<file path="config.mk">
export PLATFORM = sky130hd
export DESIGN_NAME = io_uart_tx
export DESIGN_NICKNAME = d
export VERILOG_FILES = /design/src/rtl/io_uart_pkg.sv /design/src/rtl/io_uart_fifo.sv /design/src/rtl/io_uart_tx.sv
export SDC_FILE = /design/constraint.sdc
export NUM_CORES = 1
export LEC_CHECK = 0
export CAP_MARGIN = 30
export CORE_MARGIN = 10
export CORE_UTILIZATION = 30
export CTS_CLUSTER_DIAMETER = 100
export DETAILED_ROUTE_END_ITERATION = 10
export MAX_ROUTING_LAYER = met4
export PLACE_DENSITY = 0.53
export SLEW_MARGIN = 20
export SYNTH_ARGS = -nofsm -noshare
export SYNTH_HDL_FRONTEND = slang
export SYNTH_SLANG_ARGS = --single-unit
export TNS_END_PERCENT = 50
</file>
<file path="constraint.sdc">
create_clock -name clk -period 5.45 [get_ports clk]
set_input_delay 0.545 -clock clk [delete_from_list [all_inputs] [get_ports clk]]
set_output_delay 0.545 -clock clk [all_outputs]
set_load 0.1 [all_outputs]
</file>
<file path="src/rtl/io_uart_pkg.sv">
// Shared constants for the io_uart_tx block: register offsets, STATUS/CTRL
// bit positions, FSM state encoding and a parity helper.
// The parity state is only reachable when IO_UART_TX_PARITY_EN is defined.
package io_uart_pkg;

    // Register word offsets, selected by io_address[3:2]
    localparam logic [1:0] OFF_TXDATA = 2'd0;
    localparam logic [1:0] OFF_STATUS = 2'd1;
    localparam logic [1:0] OFF_BAUD   = 2'd2;
    localparam logic [1:0] OFF_CTRL   = 2'd3;

    // STATUS bit positions
    localparam int ST_BUSY    = 0;
    localparam int ST_EMPTY   = 1;
    localparam int ST_FULL    = 2;
    localparam int ST_OVF     = 3;
    localparam int ST_CNT_LSB = 8;

    // CTRL bit positions
    localparam int CTRL_EN    = 0;
    localparam int CTRL_FLUSH = 1;
    localparam int CTRL_PODD  = 2;

    // Transmit FSM state encoding
    localparam logic [2:0] S_IDLE   = 3'd0;
    localparam logic [2:0] S_START  = 3'd1;
    localparam logic [2:0] S_DATA   = 3'd2;
    localparam logic [2:0] S_STOP   = 3'd3;
    localparam logic [2:0] S_PARITY = 3'd4;

    // Even parity over one data byte
    function automatic logic parity8(input logic [7:0] d);
        return ^d;
    endfunction

endpackage

</file>
<file path="src/rtl/io_uart_fifo.sv">
// Byte FIFO for the UART transmitter. Head data is visible combinationally.
// A push while full is dropped (even with a simultaneous pop); flush wins
// over push and pop in the same cycle.
module io_uart_fifo #(
    parameter int DEPTH = 8
) (
    input  logic                       clk,
    input  logic                       rst,
    input  logic                       push,
    input  logic [7:0]                 wr_data,
    input  logic                       pop,
    input  logic                       flush,
    output logic [7:0]                 rd_data,
    output logic                       full,
    output logic                       empty,
    output logic [$clog2(DEPTH):0]     count
);

    localparam int AW = $clog2(DEPTH);
    localparam int CW = AW + 1;

    logic [7:0]    mem_r [DEPTH];
    logic [AW-1:0] wr_ptr_r;
    logic [AW-1:0] rd_ptr_r;
    logic [CW-1:0] count_r;
    logic          do_push_s;
    logic          do_pop_s;

    assign full      = (count_r == CW'(DEPTH));
    assign empty     = (count_r == {CW{1'b0}});
    assign count     = count_r;
    assign rd_data   = mem_r[rd_ptr_r];
    assign do_push_s = push && !full && !flush;
    assign do_pop_s  = pop && !empty && !flush;

    // Storage array write; contents need no reset since pointers gate reads
    always_ff @(posedge clk) begin
        if (do_push_s) begin
            mem_r[wr_ptr_r] <= wr_data;
        end
    end

    // Pointer and occupancy bookkeeping
    always_ff @(posedge clk) begin
        if (rst || flush) begin
            wr_ptr_r <= {AW{1'b0}};
            rd_ptr_r <= {AW{1'b0}};
            count_r  <= {CW{1'b0}};
        end else begin
            if (do_push_s) begin
                wr_ptr_r <= wr_ptr_r + AW'(1);
            end
            if (do_pop_s) begin
                rd_ptr_r <= rd_ptr_r + AW'(1);
            end
            case ({do_push_s, do_pop_s})
                2'b10:   count_r <= count_r + CW'(1);
                2'b01:   count_r <= count_r - CW'(1);
                default: count_r <= count_r;
            endcase
        end
    end

endmodule

</file>
<file path="src/rtl/io_uart_tx.sv">
// Memory-mapped UART transmitter on the core IO bus (8N1, LSB first).
// Registers: TXDATA, STATUS, BAUD_DIV, CTRL at word offsets from BASE_ADDR.
// Optional parity (CTRL[2] = odd) is built in with IO_UART_TX_PARITY_EN.
module io_uart_tx
    import io_uart_pkg::*;
#(
    parameter logic [31:0] BASE_ADDR   = 32'h0000_1000,
    parameter int          FIFO_DEPTH  = 8,
    parameter logic [15:0] DEFAULT_DIV = 16'd868
) (
    input  logic        clk,
    input  logic        rst,
    input  logic [31:0] io_address,
    input  logic [31:0] io_write_value,
    input  logic        io_write_en,
    input  logic        io_read_en,
    output logic [31:0] io_read_value,
    output logic        tx
);

    localparam int CW = $clog2(FIFO_DEPTH) + 1;

    logic          addr_hit_s, wr_hit_s, push_s, flush_s, ovf_clr_s, pop_s, load_s;
    logic [1:0]    off_s;
    logic [7:0]    fifo_head_s;
    logic          fifo_full_s, fifo_empty_s, busy_s, wrap_s, tx_nx;
    logic [CW-1:0] fifo_count_s;
    logic [15:0]   baud_r, div_r, div_nx, cnt_r, cnt_nx;
    logic          en_r, ovf_r, tx_r;
    logic [2:0]    state_r, state_nx, bit_r, bit_nx;
    logic [7:0]    shift_r, shift_nx;
    logic [31:0]   status_s, ctrl_rd_s, rdata_s;
    logic          unused_s;
`ifdef IO_UART_TX_PARITY_EN
    logic          podd_r, par_r, par_nx;
`endif

    assign unused_s   = ^{io_write_value[31:16], io_address[1:0]};
    assign addr_hit_s = (io_address[31:4] == BASE_ADDR[31:4]);
    assign off_s      = io_address[3:2];
    assign wr_hit_s   = io_write_en && addr_hit_s;
    assign push_s     = wr_hit_s && (off_s == OFF_TXDATA);
    assign flush_s    = wr_hit_s && (off_s == OFF_CTRL) && io_write_value[CTRL_FLUSH];
    assign ovf_clr_s  = wr_hit_s && (off_s == OFF_STATUS) && io_write_value[ST_OVF];
    assign busy_s     = (state_r != S_IDLE);
    assign wrap_s     = (cnt_r == div_r - 16'd1);
    assign tx         = tx_r;

    io_uart_fifo #(.DEPTH(FIFO_DEPTH)) u_fifo (
        .clk     (clk),
        .rst     (rst),
        .push    (push_s),
        .wr_data (io_write_value[7:0]),
        .pop     (pop_s),
        .flush   (flush_s),
        .rd_data (fifo_head_s),
        .full    (fifo_full_s),
        .empty   (fifo_empty_s),
        .count   (fifo_count_s)
    );

    // Control/status register updates from bus writes; overflow set beats clear
    always_ff @(posedge clk) begin
        if (rst) begin
            baud_r <= DEFAULT_DIV;
            en_r   <= 1'b1;
            ovf_r  <= 1'b0;
`ifdef IO_UART_TX_PARITY_EN
            podd_r <= 1'b0;
`endif
        end else begin
            if (wr_hit_s && (off_s == OFF_BAUD)) begin
                baud_r <= (io_write_value[15:0] == 16'd0) ? 16'd1 : io_write_value[15:0];
            end
            if (wr_hit_s && (off_s == OFF_CTRL)) begin
                en_r   <= io_write_value[CTRL_EN];
`ifdef IO_UART_TX_PARITY_EN
                podd_r <= io_write_value[CTRL_PODD];
`endif
            end
            if (push_s && fifo_full_s && !flush_s) begin
                ovf_r <= 1'b1;
            end else if (ovf_clr_s) begin
                ovf_r <= 1'b0;
            end
        end
    end

    // Frame sequencing: bit timing, shifting, and back-to-back frame loading
    always_comb begin
        state_nx = state_r;
        cnt_nx   = cnt_r;
        bit_nx   = bit_r;
        shift_nx = shift_r;
        div_nx   = div_r;
        load_s   = 1'b0;
        pop_s    = 1'b0;
`ifdef IO_UART_TX_PARITY_EN
        par_nx   = par_r;
`endif
        case (state_r)
            S_IDLE: begin
                cnt_nx = 16'd0;
                load_s = en_r && !fifo_empty_s;
            end
            S_START: begin
                if (wrap_s) begin
                    cnt_nx   = 16'd0;
                    bit_nx   = 3'd0;
                    state_nx = S_DATA;
                end else begin
                    cnt_nx = cnt_r + 16'd1;
                end
            end
            S_DATA: begin
                if (wrap_s) begin
                    cnt_nx   = 16'd0;
                    shift_nx = {1'b0, shift_r[7:1]};
                    if (bit_r == 3'd7) begin
                        bit_nx = 3'd0;
`ifdef IO_UART_TX_PARITY_EN
                        state_nx = S_PARITY;
`else
                        state_nx = S_STOP;
`endif
                    end else begin
                        bit_nx = bit_r + 3'd1;
                    end
                end else begin
                    cnt_nx = cnt_r + 16'd1;
                end
            end
`ifdef IO_UART_TX_PARITY_EN
            S_PARITY: begin
                if (wrap_s) begin
                    cnt_nx   = 16'd0;
                    state_nx = S_STOP;
                end else begin
                    cnt_nx = cnt_r + 16'd1;
                end
            end
`endif
            S_STOP: begin
                if (wrap_s) begin
                    cnt_nx   = 16'd0;
                    state_nx = S_IDLE;
                    load_s   = en_r && !fifo_empty_s;
                end else begin
                    cnt_nx = cnt_r + 16'd1;
                end
            end
            default: begin
                state_nx = S_IDLE;
                cnt_nx   = 16'd0;
            end
        endcase
        if (load_s) begin
            pop_s    = 1'b1;
            state_nx = S_START;
            cnt_nx   = 16'd0;
            bit_nx   = 3'd0;
            shift_nx = fifo_head_s;
            div_nx   = baud_r;
`ifdef IO_UART_TX_PARITY_EN
            par_nx   = parity8(fifo_head_s) ^ podd_r;
`endif
        end else begin
            pop_s = 1'b0;
        end
    end

    // Line level for the upcoming cycle, so tx is a clean registered output
    always_comb begin
        case (state_nx)
            S_IDLE:   tx_nx = 1'b1;
            S_START:  tx_nx = 1'b0;
            S_DATA:   tx_nx = shift_nx[0];
`ifdef IO_UART_TX_PARITY_EN
            S_PARITY: tx_nx = par_nx;
`endif
            S_STOP:   tx_nx = 1'b1;
            default:  tx_nx = 1'b1;
        endcase
    end

    // FSM and line registers; reset abandons any frame in flight
    always_ff @(posedge clk) begin
        if (rst) begin
            state_r <= S_IDLE;
            cnt_r   <= 16'd0;
            bit_r   <= 3'd0;
            shift_r <= 8'd0;
            div_r   <= DEFAULT_DIV;
            tx_r    <= 1'b1;
`ifdef IO_UART_TX_PARITY_EN
            par_r   <= 1'b0;
`endif
        end else begin
            state_r <= state_nx;
            cnt_r   <= cnt_nx;
            bit_r   <= bit_nx;
            shift_r <= shift_nx;
            div_r   <= div_nx;
            tx_r    <= tx_nx;
`ifdef IO_UART_TX_PARITY_EN
            par_r   <= par_nx;
`endif
        end
    end

    // STATUS and CTRL read images
    always_comb begin
        status_s                      = 32'd0;
        status_s[ST_BUSY]             = busy_s;
        status_s[ST_EMPTY]            = fifo_empty_s;
        status_s[ST_FULL]             = fifo_full_s;
        status_s[ST_OVF]              = ovf_r;
        status_s[ST_CNT_LSB +: CW]    = fifo_count_s;
        ctrl_rd_s                     = 32'd0;
        ctrl_rd_s[CTRL_EN]            = en_r;
`ifdef IO_UART_TX_PARITY_EN
        ctrl_rd_s[CTRL_PODD]          = podd_r;
`endif
    end

    // Same-cycle load data; zero unless a hit read is in progress
    always_comb begin
        rdata_s = 32'd0;
        if (io_read_en && addr_hit_s) begin
            case (off_s)
                OFF_TXDATA: rdata_s = 32'd0;
                OFF_STATUS: rdata_s = status_s;
                OFF_BAUD:   rdata_s = {16'd0, baud_r};
                OFF_CTRL:   rdata_s = ctrl_rd_s;
                default:    rdata_s = 32'd0;
            endcase
        end else begin
            rdata_s = 32'd0;
        end
    end

    assign io_read_value = rdata_s;

endmodule
</file>
* Word level (Yosys, flattened, before mapping)
Memory sizes are Yosys's and may differ from the RTL's. A register that Yosys moved wholly into a read port is not among the register bits.
Index checks and enable logic that the tools add are counted.
** Storage, ports and cells
- Flip-flop bits (word level) :: 75
- Bits in latches :: 0
- Memory bits (writable) :: 64
- ROM bits :: 0
- Input port bits :: 68
- Output and inout port bits :: 33
- Word-level logic and storage cells :: 99
- Memories :: 1
** Memory list
- u_fifo.mem_r :: depth 8, width 8, read ports 1, clocked after memory_dff 1, wr ports 1, RTL line io_uart_fifo.sv:22 : logic [7:0] mem_r [DEPTH];
** Operators by class
- Add/sub/neg operators :: 7
- $mul :: 0
- Div/mod/pow operators :: 0
- Magnitude comparators :: 0
- Eq/ne operators :: 16
- Shifts and indexed selects :: 0
- Muxes and demuxes :: 27
- Bitwise gates (word level) :: 1
- Reduce and logical (&&, ||, !) cells :: 34
** Operators by type and width (count)
- $pmux 32 s4 :: 1
- $mux 32 :: 1
- $mux 3 :: 10
- $eq 28x9->1 const B :: 1
- $mux 8 :: 3
- $add 16x1->16 const B :: 1
- $eq 16x16->1 :: 1
- $logic_not 16->1 :: 1
- $mux 16 :: 1
- $sub 16x1->16 const B :: 1
- $logic_and 1x1->1 :: 15
- $pmux 3 s4 :: 1
- $reduce_bool 2->1 :: 5
- $add 3x1->3 const B :: 3
- $eq 3x2->1 const B :: 3
- $pmux 4 s2 :: 1
- $eq 2x2->1 const B :: 3
- $eq 3x1->1 const B :: 2
- $mux 1 :: 6
- $pmux 3 s2 :: 1
- $add 4x1->4 const B :: 1
- $eq 2x1->1 const B :: 2
- $eq 4x4->1 const B :: 1
- $logic_not 4->1 :: 1
- 15 further kinds :: 19

* Logic depth before layout (Yosys ltp)
Gate-level depths: netlist (run 1).
- Depth in word-level cells :: 10
- Gate-level depth with buffers :: 20
- Gate-level depth less buffers :: 18

* Cells and area by module
A second synthesis (run 1) with hierarchy kept.
** Second synthesis, totals
- Cells, all modules :: 610
- Area total of the unflattened synthesis :: 6954.2 µm²
** By module, submodules not included
- io_uart_tx :: times used 1, cells each 437, area an instance 3779.9 µm², seq. area each 1301.2 µm²
- io_uart_fifo :: times used 1, cells each 173, area an instance 3174.3 µm², seq. area each 2182.1 µm²

* Worst setup path after synthesis (run 1)
OpenSTA, ideal clock, no wires.
- Kind :: flip-flop to flip-flop
- Start point :: reg div_r[2]
- End point :: reg u_fifo.count_r[2], in the netlist u_fifo.count[2]
- Library setup time :: 0.128 ns
- Arrival :: 3.653 ns
- Data required time :: 5.322 ns
- Setup slack :: 1.669 ns
- Cell stages (with the launch flop) :: 18
- Path buffers :: 1
- Clock period less this slack :: 3.781 ns
- Cells stage by stage :: dfxtp_1 -> or4_4 -> or3_1 -> a32oi_1 -> a21oi_1 -> nor4_2 -> a31o_2 -> buf_2 -> nand2_1 -> a21oi_1 -> ha_1 -> xor2_1 -> ha_1 -> a21oi_1 -> xor2_1 -> nor2_1 -> xnor2_1 -> nor2_1
** On the way
- Word-level cells in the longest chain between the ends :: 9
- Elaborated cells on any way between the ends :: 11
- Classes of those cells :: add/sub (1); eq/ne (3); mux (4); reduce/logical (3)
** RTL lines
- from (decl) :: RTL line io_uart_tx.sv:28 : logic [15:0] baud_r, div_r, div_nx, cnt_r, cnt_nx;
- from (signal assigned) :: RTL line io_uart_tx.sv:203 : div_r <= div_nx;
- $sub 16x1->16 (*) :: RTL line io_uart_tx.sv:46 : assign wrap_s = (cnt_r == div_r - 16'd1);
- $eq 16x16->1 (*) :: RTL line io_uart_tx.sv:46
- $mux 1 (*) :: RTL line io_uart_tx.sv:144 : if (wrap_s) begin
- $pmux 1 s2 (*) :: RTL line io_uart_tx.sv:101 : case (state_r)
- $mux 1 (*) :: RTL line io_uart_tx.sv:157 : if (load_s) begin
- $logic_and 1x1->1 (*) (2 in a row) :: RTL line io_uart_fifo.sv:34 : assign do_pop_s = pop && !empty && !flush;
- net u_fifo.do_pop_s :: RTL line io_uart_fifo.sv:27 : logic do_pop_s;
- $eq 2x1->1 / $eq 2x2->1 (equally long branches) :: RTL line io_uart_fifo.sv:56 : case ({do_push_s, do_pop_s})
- $pmux 4 s2 / $reduce_bool 2->1 (equally long branches)
- to (signal assigned) :: RTL line io_uart_fifo.sv:57 : 2'b10: count_r <= count_r + CW'(1);
- to (signal assigned) :: RTL line io_uart_fifo.sv:58 : 2'b01: count_r <= count_r - CW'(1);
- to (signal assigned) :: RTL line io_uart_fifo.sv:59 : default: count_r <= count_r;
- to (decl) :: RTL line io_uart_fifo.sv:25 : logic [CW-1:0] count_r;
Mark *: on every way through the listed nets, which the timed path passes. The rest lies on a longest branch.
A chain may end at the register's enable or synchronous reset.

* Worst setup path after layout (run 1)
- Start point :: reg div_r[6]
- End point :: reg u_fifo.count_r[2], in the netlist u_fifo.count[2]
Same word-level chain as after synthesis.

==> results of run 1 <==
[path summary, 6_finish.rpt]
| check | cells after the start | end | start | slack (ns) |
|---|---|---|---|---|
| setup reg to reg | 16 | u_fifo.count[2] | div_r[6] | 1.13 |
| setup / recovery | 16 | u_fifo.count[2] | div_r[6] | 1.13 |
| hold reg to reg | 2 | baud_r[3] | baud_r[3] | 0.48 |
| hold / removal | 2 | baud_r[3] | baud_r[3] | 0.48 |
[placed cells by master (no fill, tap or decap), types with 8 or more instances in the layout]
master           count
nor4_1              18
clkbuf_16           17
conb_1              17
mux2i_1              8
and2_1              10
xnor2_1             21
ha_1                 9
dfxtp_1             78
inv_1                9
nand3_1             51
nand2_1             52
o21ai_0             25
nor2_1              56
a21oi_1             42
buf_4               23
clkdlybuf4s50_1     58
nand4_1              8
mux2_2               9
xor2_1              21
o31ai_1             14
edfxtp_1            64
mux4_2              16
[where the power goes]
part	switching [mW]	leakage [nW]	internal, mW	total, mW
clock	0.487	0.272	0.643	1.13
combinational	0.0791	1.34	0.0362	0.115
sequential	0.00172	1.20	1.11	1.11
total	0.568	2.82	1.79	2.36
[worst max-delay path, stage by stage (launching register included)]
cell       delay (ns)
dfxtp_1          0.40
nor4_1           0.66
a41oi_1          0.26
a2111oi_0        0.37
o211ai_1         0.20
nor4_2           0.43
a31o_2           0.25
nand2_1          0.19
a21oi_1          0.30
ha_1             0.31
xor2_1           0.10
ha_1             0.19
a21oi_1          0.14
xor2_1           0.16
nor2_1           0.06
xnor2_1          0.13
nor2_1           0.05
[layout make-up]
cell class | count | share of cell area [%]
Sequential cell | 142 | 41.5
Multi-Input combinational cell | 471 | 38.1
Timing Repair Buffer | 81 | 8.97
Clock buffer | 17 | 5.07
Tap cell | 285 | 4.25
Clock inverter | 15 | 1.79
Inverter | 9 | 0.402
[layer usage]
layer	global-route usage, %	vias to the layer above	routed length (um)
met2	18.0	119	7860
met4	3.97	0	193
met5	-	-	0
met1	16.3	2451	8360
met3	2.90	15	719
li1	-	2545	-
[sequential cells by signal (all words and copies together) (netlist names), named ones only]
signal           flops
en_r                 1
u_fifo.mem_r        64
baud_r              16
state_r              3
ovf_r                1
bit_r                3
div_r               16
u_fifo.rd_ptr_r      3
u_fifo.count         4
u_fifo.wr_ptr_r      3
cnt_r               16
shift_r              8
tx                   1
[logic make-up after synthesis]
family	count (synthesis)	share of synthesized area, %
xor+xnor	42	5.30
compound gates	120	11.0
other cells	1	0.0541
flops	142	50.2
fa+ha+maj	9	1.62
mux	33	7.81
simple gates	250	19.1
buf+inv	63	4.92
[through the flow]
| stage | util (%) | instances | setup WS [ns] | cell area (sq um) |
|---|---|---|---|---|
| 3_5_place_dp | 34.4 | 988 | 1.13 | 7820 |
| 6_report | 37.0 | 1020 | 1.13 | 8400 |
| 5_1_grt | 37.0 | 1020 | 0.646 | 8400 |
| 4_1_cts | 37.0 | 1020 | 1.13 | 8400 |
| 2_1_floorplan | - | 676 | 1.67 | 7000 |
| 3_3_place_gp | 34.4 | 987 | 1.24 | 7820 |
==> impl_metrics.py, run 1 <==
metrics = {
    "layout": {
        "layout-drive-gt1-share_pct": 13.9,
        "fin_nets": 799,
        "regArea_sq_um": 3480,
        "multiInputGateArea_sq_um": 3200,
        "fill_cells": 2317,
        "n_antenna_cell": 0,
        "area_growth_syn_to_layout_pct": 21.1,
    },
    "timing": {
        "totalNegativeSetupSlack_ns": 0,
        "fin_hold_ws_ns": 0.479,
        "finalHoldViolCount": 0,
        "slew_viol_final": 0,
        "rsz0062_at_grt": "false",
        "tightest_slew_ns": 1.02,
        "period_minus_slack_ns": 4.32,
        "clock.fmax_ghz": 0.232,
        "slew_headroom_pct": 31.8,
        "report.final.setup_viol": 0,
        "clock_skew_ns": 0.00990,
        "fin_crit_sh_pct": 79.2,
    },
    "power": {
        "peakVddDrop_mv": 0.205,
        "total_power_mw": 2.36,
        "p_leak_nw": 2.82,
        "powerDensity_nw_per_um2": 281,
    },
    "critical_path": {
        "setup.worst_path.end_class": "register",
        "critPathKind": "register to register",
        "cp_max_fo": 9,
        "cp_data_arrival_time_ns": 4.62,
        "start_kind": "register",
        "crit_required_ns": 5.76,
    },
    "floorplan": {
        "io_pins": 101,
        "core-area_sq_um": 22700,
        "dieArea_sq_um": 29600,
        "start_util_pct": 30.5,
        "rows": 55,
        "die_h_um": 172,
        "die_x_um": 172,
    },
    "place": {
        "portBuffers": 66,
        "hpwl_um": 12400,
        "gp_congestion": 0.792,
    },
    "cts": {
        "cts_tree": "yes",
        "insertion_delay_ns": 0.42,
        "cts-root-buf": "clkbuf_16",
        "clock_path_buffers": 2,
        "holdBufCountCts": 0,
        "clock-sinks": 142,
        "cts_buffers": 17,
        "htree_levels": 4,
        "cts_resized": 0,
        "postCtsSetupBuffers": 0,
        "clkTransAtPathRegs_ns": 0.07,
    },
    "global_routing": {
        "grt_start_max_net_pins": 32,
        "grtUsageTotal_pct": 12.2,
        "grt_pass1_wl_um": 27800,
        "gr-total-overflow": 0,
        "antenna_found_initial": 0,
        "grt_pass1_vias": 5086,
    },
    "logic_synthesis": {
        "synthFlopType": "dfxtp_1",
        "synth_top_area_share_pct": 27.7,
        "yosys.area.top_type": "edfxtp_1",
        "async_flop_share_pct": 0,
        "synth_edf_count": 64,
        "avgSynthCellArea_sq_um": 10.5,
        "ys_seq_elements": 142,
        "syn_area_sq_um": 6940,
        "postSynthCellCount": 660,
        "yosysMostFrequentCell": "dfxtp_1",
        "yosysWarnings": 0,
        "ys_seq_area_share_pct": 50.2,
        "synth_area_leaders": "edfxtp_1, dfxtp_1, mux4_2, nand3_1, a21oi_1",
        "yosys-top-cells-count": "dfxtp_1, edfxtp_1, nor2_1",
        "synth.distinct_cells": 70,
    },
    "run": {
        "cap_violations": 0,
    },
    "drt": {
        "ant_nets": 0,
        "drc": 0,
        "first_pass_iters": 5,
        "wirelength_um": 17100,
        "routedWlPerCell_um": 16.8,
        "vias": 5130,
        "viasPerCell": 5.03,
        "drt_iter0_drc": 370,
    },
    "worst_hold_path": {
        "hp-class": "register to register",
    },
    "outcome": {
        "status": "complete, no violations",
    },
}
Note: power is estimated with default switching activity, not from simulation.
==> run 2, diff against run 1 <==
--- a/config.mk
+++ b/config.mk
@@ -11,7 +11,7 @@
 export CTS_CLUSTER_DIAMETER = 100
 export DETAILED_ROUTE_END_ITERATION = 10
 export MAX_ROUTING_LAYER = met4
-export PLACE_DENSITY = 0.53
+export PLACE_DENSITY = 0.55
 export SLEW_MARGIN = 20
 export SYNTH_ARGS = -nofsm -noshare
 export SYNTH_HDL_FRONTEND = slang
==> constraint.sdc (replaced) <==
create_clock -name clk -period 3.75 [get_ports clk]
set_input_delay 0.375 -clock clk [delete_from_list [all_inputs] [get_ports clk]]
set_output_delay 0.375 -clock clk [all_outputs]
set_load 0.1 [all_outputs]
==> run 2 against run 1 <==
Flip-flop and latch count unchanged. Worst hold slack lost 0.0080 ns. Worst setup slack lost 0.94 ns. Combinational power is 45% higher. Routed wire length shrank 1.3%. Critical path type unchanged. Final cell count up 2.5%. Critical path depth grew 2. Global-route usage down 0.21 points. Critical endpoint is now u_fifo.count[3]. Power increased by 42%. Sequential share of layout area decreased by 1.4 points. Clock skew is 0.0013 ns higher.
==> impl_metrics.py, run 2 (synthesized netlist as in run 1, its figures left out) <==
metrics = {
    "floorplan": {
        "core-area_sq_um": 22700,
        "dieArea_sq_um": 29600,
        "rows": 55,
        "io_pins": 101,
        "start_util_pct": 30.5,
        "die_h_um": 172,
        "die_x_um": 172,
    },
    "critical_path": {
        "reg2reg_slack_ns": 0.19,
        "cp_data_arrival_time_ns": 3.85,
        "setup.worst_path.end_class": "register",
        "r2r-end": "u_fifo.count[3]",
        "critPathKind": "register to register",
        "r2r_cells": 18,
        "r2r_start": "div_r[2]",
        "start_kind": "register",
        "crit_required_ns": 4.05,
        "cp_max_fo": 11,
    },
    "cts": {
        "cts_buffers": 17,
        "clock-sinks": 142,
        "clock_path_buffers": 2,
        "postCtsSetupBuffers": 0,
        "insertion_delay_ns": 0.42,
        "holdBufCountCts": 0,
        "htree_levels": 4,
        "cts_resized": 0,
        "clkTransAtPathRegs_ns": 0.06,
        "cts-root-buf": "clkbuf_16",
        "cts_tree": "yes",
    },
    "drt": {
        "drt_iter0_drc": 358,
        "vias": 5225,
        "routedWlPerCell_um": 16.2,
        "viasPerCell": 5.00,
        "ant_nets": 0,
        "drc": 0,
        "wirelength_um": 16900,
        "first_pass_iters": 5,
    },
    "worst_hold_path": {
        "hold_start": "baud_r[14]",
        "min_path_cells": 2,
        "hold_end": "baud_r[14]",
        "hp-class": "register to register",
    },
    "place": {
        "portBuffers": 66,
        "postPlaceCellArea_sq_um": 8090,
        "hpwl_um": 12400,
        "gp_congestion": 0.890,
    },
    "global_routing": {
        "grt_use_met1_pct": 15.2,
        "antenna_found_initial": 0,
        "gr-total-overflow": 0,
        "grtUsageTotal_pct": 12.0,
        "met3_usage_pct": 2.58,
        "use_met2_pct": 18.7,
        "busiest_layer": "met2",
        "grt_start_max_net_pins": 32,
        "grt_pass1_wl_um": 27300,
        "grt_pass1_vias": 5206,
    },
    "layout": {
        "regMostFlops": "u_fifo.mem_r",
        "fin_area_sq_um": 8690,
        "largest_register_ff_count": 64,
        "fill_cells": 2299,
        "area_growth_syn_to_layout_pct": 25.3,
        "fin_nets": 824,
        "n_antenna_cell": 0,
        "layout_commonest_cell": "dfxtp_1",
        "layout-drive-gt1-share_pct": 18.6,
        "regArea_sq_um": 3480,
        "post-route-util_pct": 38.3,
        "multiInputGateArea_sq_um": 3250,
        "final_cell_mix": "dfxtp_1, edfxtp_1, nor2_1, nand2_1, nand3_1",
    },
    "run": {
        "cap_violations": 0,
    },
    "timing": {
        "period_minus_slack_ns": 3.56,
        "clock_skew_ns": 0.0112,
        "finalHoldViolCount": 0,
        "report.final.setup_viol": 0,
        "clock.fmax_ghz": 0.281,
        "slew_headroom_pct": 34.5,
        "tightest_slew_ns": 0.980,
        "slew_viol_final": 0,
        "fin_crit_sh_pct": 94.8,
    },
    "outcome": {
        "status": "complete, no violations",
    },
    "power": {
        "p_leak_nw": 2.96,
        "powerDensity_nw_per_um2": 385,
        "peakVddDrop_mv": 0.275,
    },
}
[run 2: worst max-delay path, cell delays in order (launching register included)]
cell and delay [ns]:
dfxtp_1 0.33, nor4_1 0.28, buf_4 0.22, a31oi_1 0.13, or3_2 0.47, a21boi_2 0.30, nor4_4 0.09, a31o_2 0.27
nand2_1 0.10, a21oi_2 0.06, buf_4 0.14, ha_1 0.24, nor4bb_1 0.29, a21oi_1 0.07, nor2_1 0.09, a21oi_1 0.04
nor2_1 0.12, xnor2_1 0.13, nor2_1 0.05
[run 2: per-stage QoR]
| stage | power (mW) | std cells | setup TNS, ns | hold slack (ns) | setup WS, ns |
|---|---|---|---|---|---|
| after CTS | 3.39 | 1045 | 0 | 0.472 | 0.0732 |
| after detailed placement | 1.82 | 1013 | 0 | 0.463 | 0.109 |
| after global routing | 3.46 | 1045 | -0.0139 | 0.505 | -0.0139 |
| final | 3.35 | 1045 | 0 | 0.471 | 0.194 |
| after global placement | 1.82 | 1013 | 0 | 0.463 | 0.137 |
| after floorplan | 1.76 | 676 | 0 | 0.445 | 0.00308 |
[run 2: cell type report]
cell class,count,area share (%)
flip-flops and latches,142,40.1
multi-input cells,471,37.4
repair buffers,106,11.7
clock buffers,19,4.98
well taps,285,4.10
clock inverters,13,1.30
inverters,9,0.389
[run 2: metal layers]
layer,routed length [um],part of all wire (%)
met1,8100,48
met3,670,4.0
met4,250,1.5
met5,0,0
met2,7880,47
[run 2: how the worst max path moves through the flow]
stage	start	to	slack, ns
2_1_floorplan	div_r[2]	u_fifo.count[2]	0.003
3_3_place_gp	div_r[0]	u_fifo.count[3]	0.14
3_5_place_dp	div_r[0]	u_fifo.count[2]	0.11
4_1_cts	div_r[0]	u_fifo.count[2]	0.07
5_1_grt	div_r[8]	u_fifo.count[3]	-0.01
6_report	div_r[2]	u_fifo.count[3]	0.19
[run 2: power by group]
group	switching, mW	total (mW)	internal, mW	leakage [nW]
logic	0.114	0.167	0.0532	1.50
clock network	0.651	1.56	0.911	0.256
registers	0.00260	1.62	1.62	1.20
total	0.768	3.35	2.58	2.96
==> variant 1: new RTL, flow settings as in run 1 <==
Change the parameter `FIFO_DEPTH` from 8 to 4.
--- a/src/rtl/io_uart_tx.sv
+++ b/src/rtl/io_uart_tx.sv
@@ -5,7 +5,7 @@
     import io_uart_pkg::*;
 #(
     parameter logic [31:0] BASE_ADDR   = 32'h0000_1000,
-    parameter int          FIFO_DEPTH  = 8,
+    parameter int          FIFO_DEPTH  = 4,
     parameter logic [15:0] DEFAULT_DIV = 16'd868
 ) (
     input  logic        clk,
Function: changed (Yosys sat finds a counterexample within 10 cycles, from zero or initial values and one cycle with rst high).
==> variant 1 against run 1 <==
Routed wire length decreased by 21%. Area after synthesis is 22% lower. Power down 31%. Design area down 23%. Setup slack improved by 200 ps. Sequential cell count down 36. Non-clock buffer count fell by 11. Critical path type unchanged.
==> variant 1: results (changes against run 1) <==
metric,value,unit,change
outcome,"finished, final reports clean",,unchanged
p_int,1.22,mW,was 1.79 mW
dp_hpwl,10300,um,was 12400 um
synthAdderAreaFrac,0.0246,,was 0.0162
cellLeakagePower,2.13,nW,was 2.82 nW
yosys.cell_types.count,62,,was 70
gp_congestion,0.811,,was 0.792
final_cell_count_no_fill,846,,was 1020
largest_reg_flops,32,,was 64
wire_length_of_the_first_global_routing_pass,22200,um,was 27800 um
synth_enable_flop_cells,32,,was 64
synth_area_per_cell,9.58,um^2,was 10.5 um^2
post_synth_xor_xnor_area,0.0537,,was 0.0530
detailroute.wirelength.met3,665,um,was 719 um
grt_usage,0.116,,was 0.122
via_per_inst,5.08,,was 5.03
numCtsBuffers,9,,was 17
synth_compound_area_frac,0.118,,was 0.110
seq_power_share,0.507,,was 0.472
cts_htree_levels,3,,was 4
drt-pass1-iter-count,4,,was 5
fraction_of_final_layout_cells_sized_beyond_drive_strength_1,0.0628,,was 0.139
synth_top_cells_by_area,"sky130_fd_sc_hd__dfxtp_1 28%, sky130_fd_sc_hd__edfxtp_1 18%, sky130_fd_sc_hd__nor2_1 4.3%",,"was sky130_fd_sc_hd__edfxtp_1 28%, sky130_fd_sc_hd__dfxtp_1 23%, sky130_fd_sc_hd__mux4_2 5.2%"
worst_max_slew_pin_slew,1010,ps,was 1020 ps
routedWlPerCell,16.0,um,was 16.8 um
grt_pass1_vias,4381,,was 5086
cp_max_fo,20,,was 9
initial_utilization,0.309,,was 0.305
grt_util_met2,0.180,,about the same
routedLengthMet1,6490,um,was 8360 um
grt_start_max_net_pins,39,,was 32
ys_seq_area_frac,0.454,,was 0.502
synth.mux.area_fraction,0.0746,,was 0.0781
grt_use_met1,0.144,,was 0.163
power.ir.vdd_worst,0.000166,V,was 0.000205 V
insertion_delay,350,ps,was 420 ps
placed_cells,830,,was 988
p_clk,0.677,mW,was 1.13 mW
cp.arrival,4360,ps,was 4620 ps
final.setup_skew,7.13,ps,was 9.90 ps
critical_path.slowest_cell,sky130_fd_sc_hd__or4_1,,was sky130_fd_sc_hd__nor4_1
## variant 1: cell types whose count changed after synthesis, sizes merged, moves of 6 or more
cell	before	now
nand3	51	40
a21oi	44	29
inv	9	15
mux2	9	1
nor2	56	62
and2	10	18
edfxtp	64	32
nand4	10	4
buf	30	23
mux2i	8	21
mux4	16	8
o31ai	14	2
nand2	53	36
## variant 1: worst paths after layout
path	start	to	slack (ps)	cells after the start
min	shift_r[7]	shift_r[7]	480	2
min reg2reg	shift_r[7]	shift_r[7]	480	2
max	div_r[2]	u_fifo.count[2]	1330	16
max reg2reg	div_r[2]	u_fifo.count[2]	1330	16
## variant 1: stage by stage
step	area (um^2)	hold WS, ps	worst slack (ps)
2_1_floorplan	5440	450	1960
3_3_place_gp	6180	468	1280
3_5_place_dp	6190	466	1280
4_1_cts	6500	476	1270
5_1_grt	6500	497	1050
6_report	6500	477	1330
## variant 1: area by class of cell
type | instances | area (um^2)
sequential | 106 | 2440
clock buffer | 9 | 225
clock inverter | 7 | 81.3
multi-input combinational | 414 | 2720
inverter | 15 | 56.3
fill | 1720 | 10900
tap | 225 | 282
timing repair buffer | 70 | 698
## variant 1: logic make-up (layout without fill, tap and decap cells)
group | after synthesis | count (layout)
XOR/XNOR | 33 | 33
adder cells (fa/ha/maj) | 10 | 10
AND/OR/NAND/NOR | 227 | 227
buffers and inverters | 58 | 101
AO/OA/AOI/OAI | 97 | 97
other | 1 | 17
multiplexers | 30 | 30
flip-flops | 106 | 106
## variant 1: worst reg2reg max path, delay by kind of cell, from the launching register on
kind / cells / cell delay [ps]
AOI/OAI and AO/OA: 4 / 910
xor gates and xnor gates: 2 / 290
adders and majority gates: 2 / 590
buffers and inverters: 2 / 290
DFF: 1 / 410
and+or+nand+nor: 6 / 1550
==> variant 2: new RTL, settings of run 1 <==
Without the edit above. Take the reset off `shift_r` and load it in a clocked block of its own.
--- a/src/rtl/io_uart_tx.sv
+++ b/src/rtl/io_uart_tx.sv
@@ -189,7 +189,6 @@
             state_r <= S_IDLE;
             cnt_r   <= 16'd0;
             bit_r   <= 3'd0;
-            shift_r <= 8'd0;
             div_r   <= DEFAULT_DIV;
             tx_r    <= 1'b1;
 `ifdef IO_UART_TX_PARITY_EN
@@ -199,13 +198,16 @@
             state_r <= state_nx;
             cnt_r   <= cnt_nx;
             bit_r   <= bit_nx;
-            shift_r <= shift_nx;
             div_r   <= div_nx;
             tx_r    <= tx_nx;
 `ifdef IO_UART_TX_PARITY_EN
             par_r   <= par_nx;
 `endif
         end
+    end
+
+    always_ff @(posedge clk) begin
+        shift_r <= shift_nx;
     end
 
     // STATUS and CTRL read images
Formal check against the unedited RTL: no difference found for any inputs over 4 cycles, from zero or initial values and one cycle with rst high; that may be too few to reach the edited logic, so the function may still have changed.
==> variant 2 against run 1 <==
Sequential cell count stayed put. Fmax is 3.6% lower. Design area is 1.6% lower. Routed wire length is 2.0% lower. Area after synthesis is 2.7% lower. Setup slack worse by 160 ps. Critical path depth is 2 higher. Core utilization is 0.66 points higher. Sequential share of layout area is 1.5 points higher. Synthesized cell count is 6.2% lower. Count of clock-buffer cells in the layout is 8 higher. Power is 5.1% higher. Clock power is 9% higher.
==> variant 2: results (changes against run 1) <==
metric,value,unit,change
outcome,"finished, final reports clean",,unchanged
power.ir.vdd_worst,0.000205,V,about the same
post-place-ws,998,ps,was 1130 ps
non_clock_buffer_instance_count_of_the_final_layout,76,,was 81
ff2ff_path_depth,18,,was 16
grt_usage,0.122,,about the same
cp_top_family,simple AND/OR/NAND/NOR gates,,was compound AO/OA/AOI/OAI gates
cp_max_fo,18,,was 9
grt_pass1_vias,5066,,was 5086
seqCellArea,3550,um^2,was 3480 um^2
synth_ff_type,sky130_fd_sc_hd__edfxtp_1,,was sky130_fd_sc_hd__dfxtp_1
wire_length_of_the_first_global_routing_pass,27200,um,was 27800 um
layout.clock_buffers,25,,was 17
layout.non_clock_inverters,6,,was 9
routedWlPerCell,17.2,um,was 16.8 um
final.setup_skew,10.8,ps,was 9.90 ps
stdcell_area,8270,um^2,was 8400 um^2
violation_count_after_the_first_detailed_route_iteration,357,,was 370
synth_top_cells_by_area,"sky130_fd_sc_hd__edfxtp_1 32%, sky130_fd_sc_hd__dfxtp_1 21%, sky130_fd_sc_hd__mux4_2 5.3%",,"was sky130_fd_sc_hd__edfxtp_1 28%, sky130_fd_sc_hd__dfxtp_1 23%, sky130_fd_sc_hd__mux4_2 5.2%"
signal_buffers_share_of_area,0.0864,,was 0.0897
crit-reg2reg-launch,div_r[0],,was div_r[6]
gp_congestion,0.857,,was 0.792
cp_slowest_stage_delay,540,ps,was 660 ps
synthTopCellsByCount,"71 x sky130_fd_sc_hd__dfxtp_1, 71 x sky130_fd_sc_hd__edfxtp_1, 57 x sky130_fd_sc_hd__nand2_1",,"was 78 x sky130_fd_sc_hd__dfxtp_1, 64 x sky130_fd_sc_hd__edfxtp_1, 56 x sky130_fd_sc_hd__nor2_1"
drt-pass1-iter-count,4,,was 5
r2r_setup_slack,970,ps,was 1130 ps
num-multi-input-gates,440,,was 471
cellLeakagePower,2.72,nW,was 2.82 nW
ys_seq_area_frac,0.527,,was 0.502
slew-limit-headroom,0.333,,was 0.318
fraction_of_final_layout_cells_sized_beyond_drive_strength_1,0.114,,was 0.139
critical_path.slowest_cell,sky130_fd_sc_hd__nor4b_1,,was sky130_fd_sc_hd__nor4_1
layout-area-overhead-vs-synth,22.5,%,was 21.1%
dp_hpwl,12300,um,was 12400 um
[variant 2: cell count changes after synthesis, sizes merged, moves of 6 or more]
cell    before  now
a21oi       44   34
buf         30   23
dfxtp       78   71
edfxtp      64   71
mux2         9    1
nand3       51   32
nand3b       2    8
nor2b        4   10
nor3         8   14
o31ai       14    6
[variant 2: metal layers]
metal / up-vias / wire [um] / GRT usage
met5: - / 0 / -
met4: 0 / 298 / 0.0549
met3: 18 / 1010 / 0.0275
met2: 160 / 7850 / 0.190
met1: 2385 / 7640 / 0.149
li1: 2387 / - / -
[variant 2: logic make-up (layout without fill, tap and decap cells)]
group	count (synthesis)	in the layout	synth area share
flops	142	142	0.527
xor+xnor	42	42	0.0545
compound gates	99	99	0.0953
buf+inv	53	114	0.0401
other cells	1	17	0.000556
simple gates	245	245	0.195
fa+ha+maj	9	9	0.0167
mux	28	28	0.0714
[variant 2: per-stage QoR]
stage / util / std cells / hold WS, ps
detailed placement: 0.347 / 943 / 471
finish: 0.376 / 976 / 480
CTS: 0.376 / 975 / 479
global route: 0.376 / 976 / 501
floorplan: - / 635 / 443
global placement: 0.347 / 942 / 459
[variant 2: where the power goes]
group	switching [mW]	internal, mW
registers	0.00466	1.12
logic	0.0785	0.0382
clock network	0.439	0.794
total	0.522	1.96
[variant 2: worst min path at each step]
stage                     from    endpoint  cells past startpoint
finish              baud_r[14]  baud_r[14]                      2
global route         baud_r[4]   baud_r[4]                      2
CTS                 baud_r[14]  baud_r[14]                      2
detailed placement  baud_r[14]  baud_r[14]                      2
global placement    baud_r[14]  baud_r[14]                      2
floorplan            baud_r[6]   baud_r[6]                      2
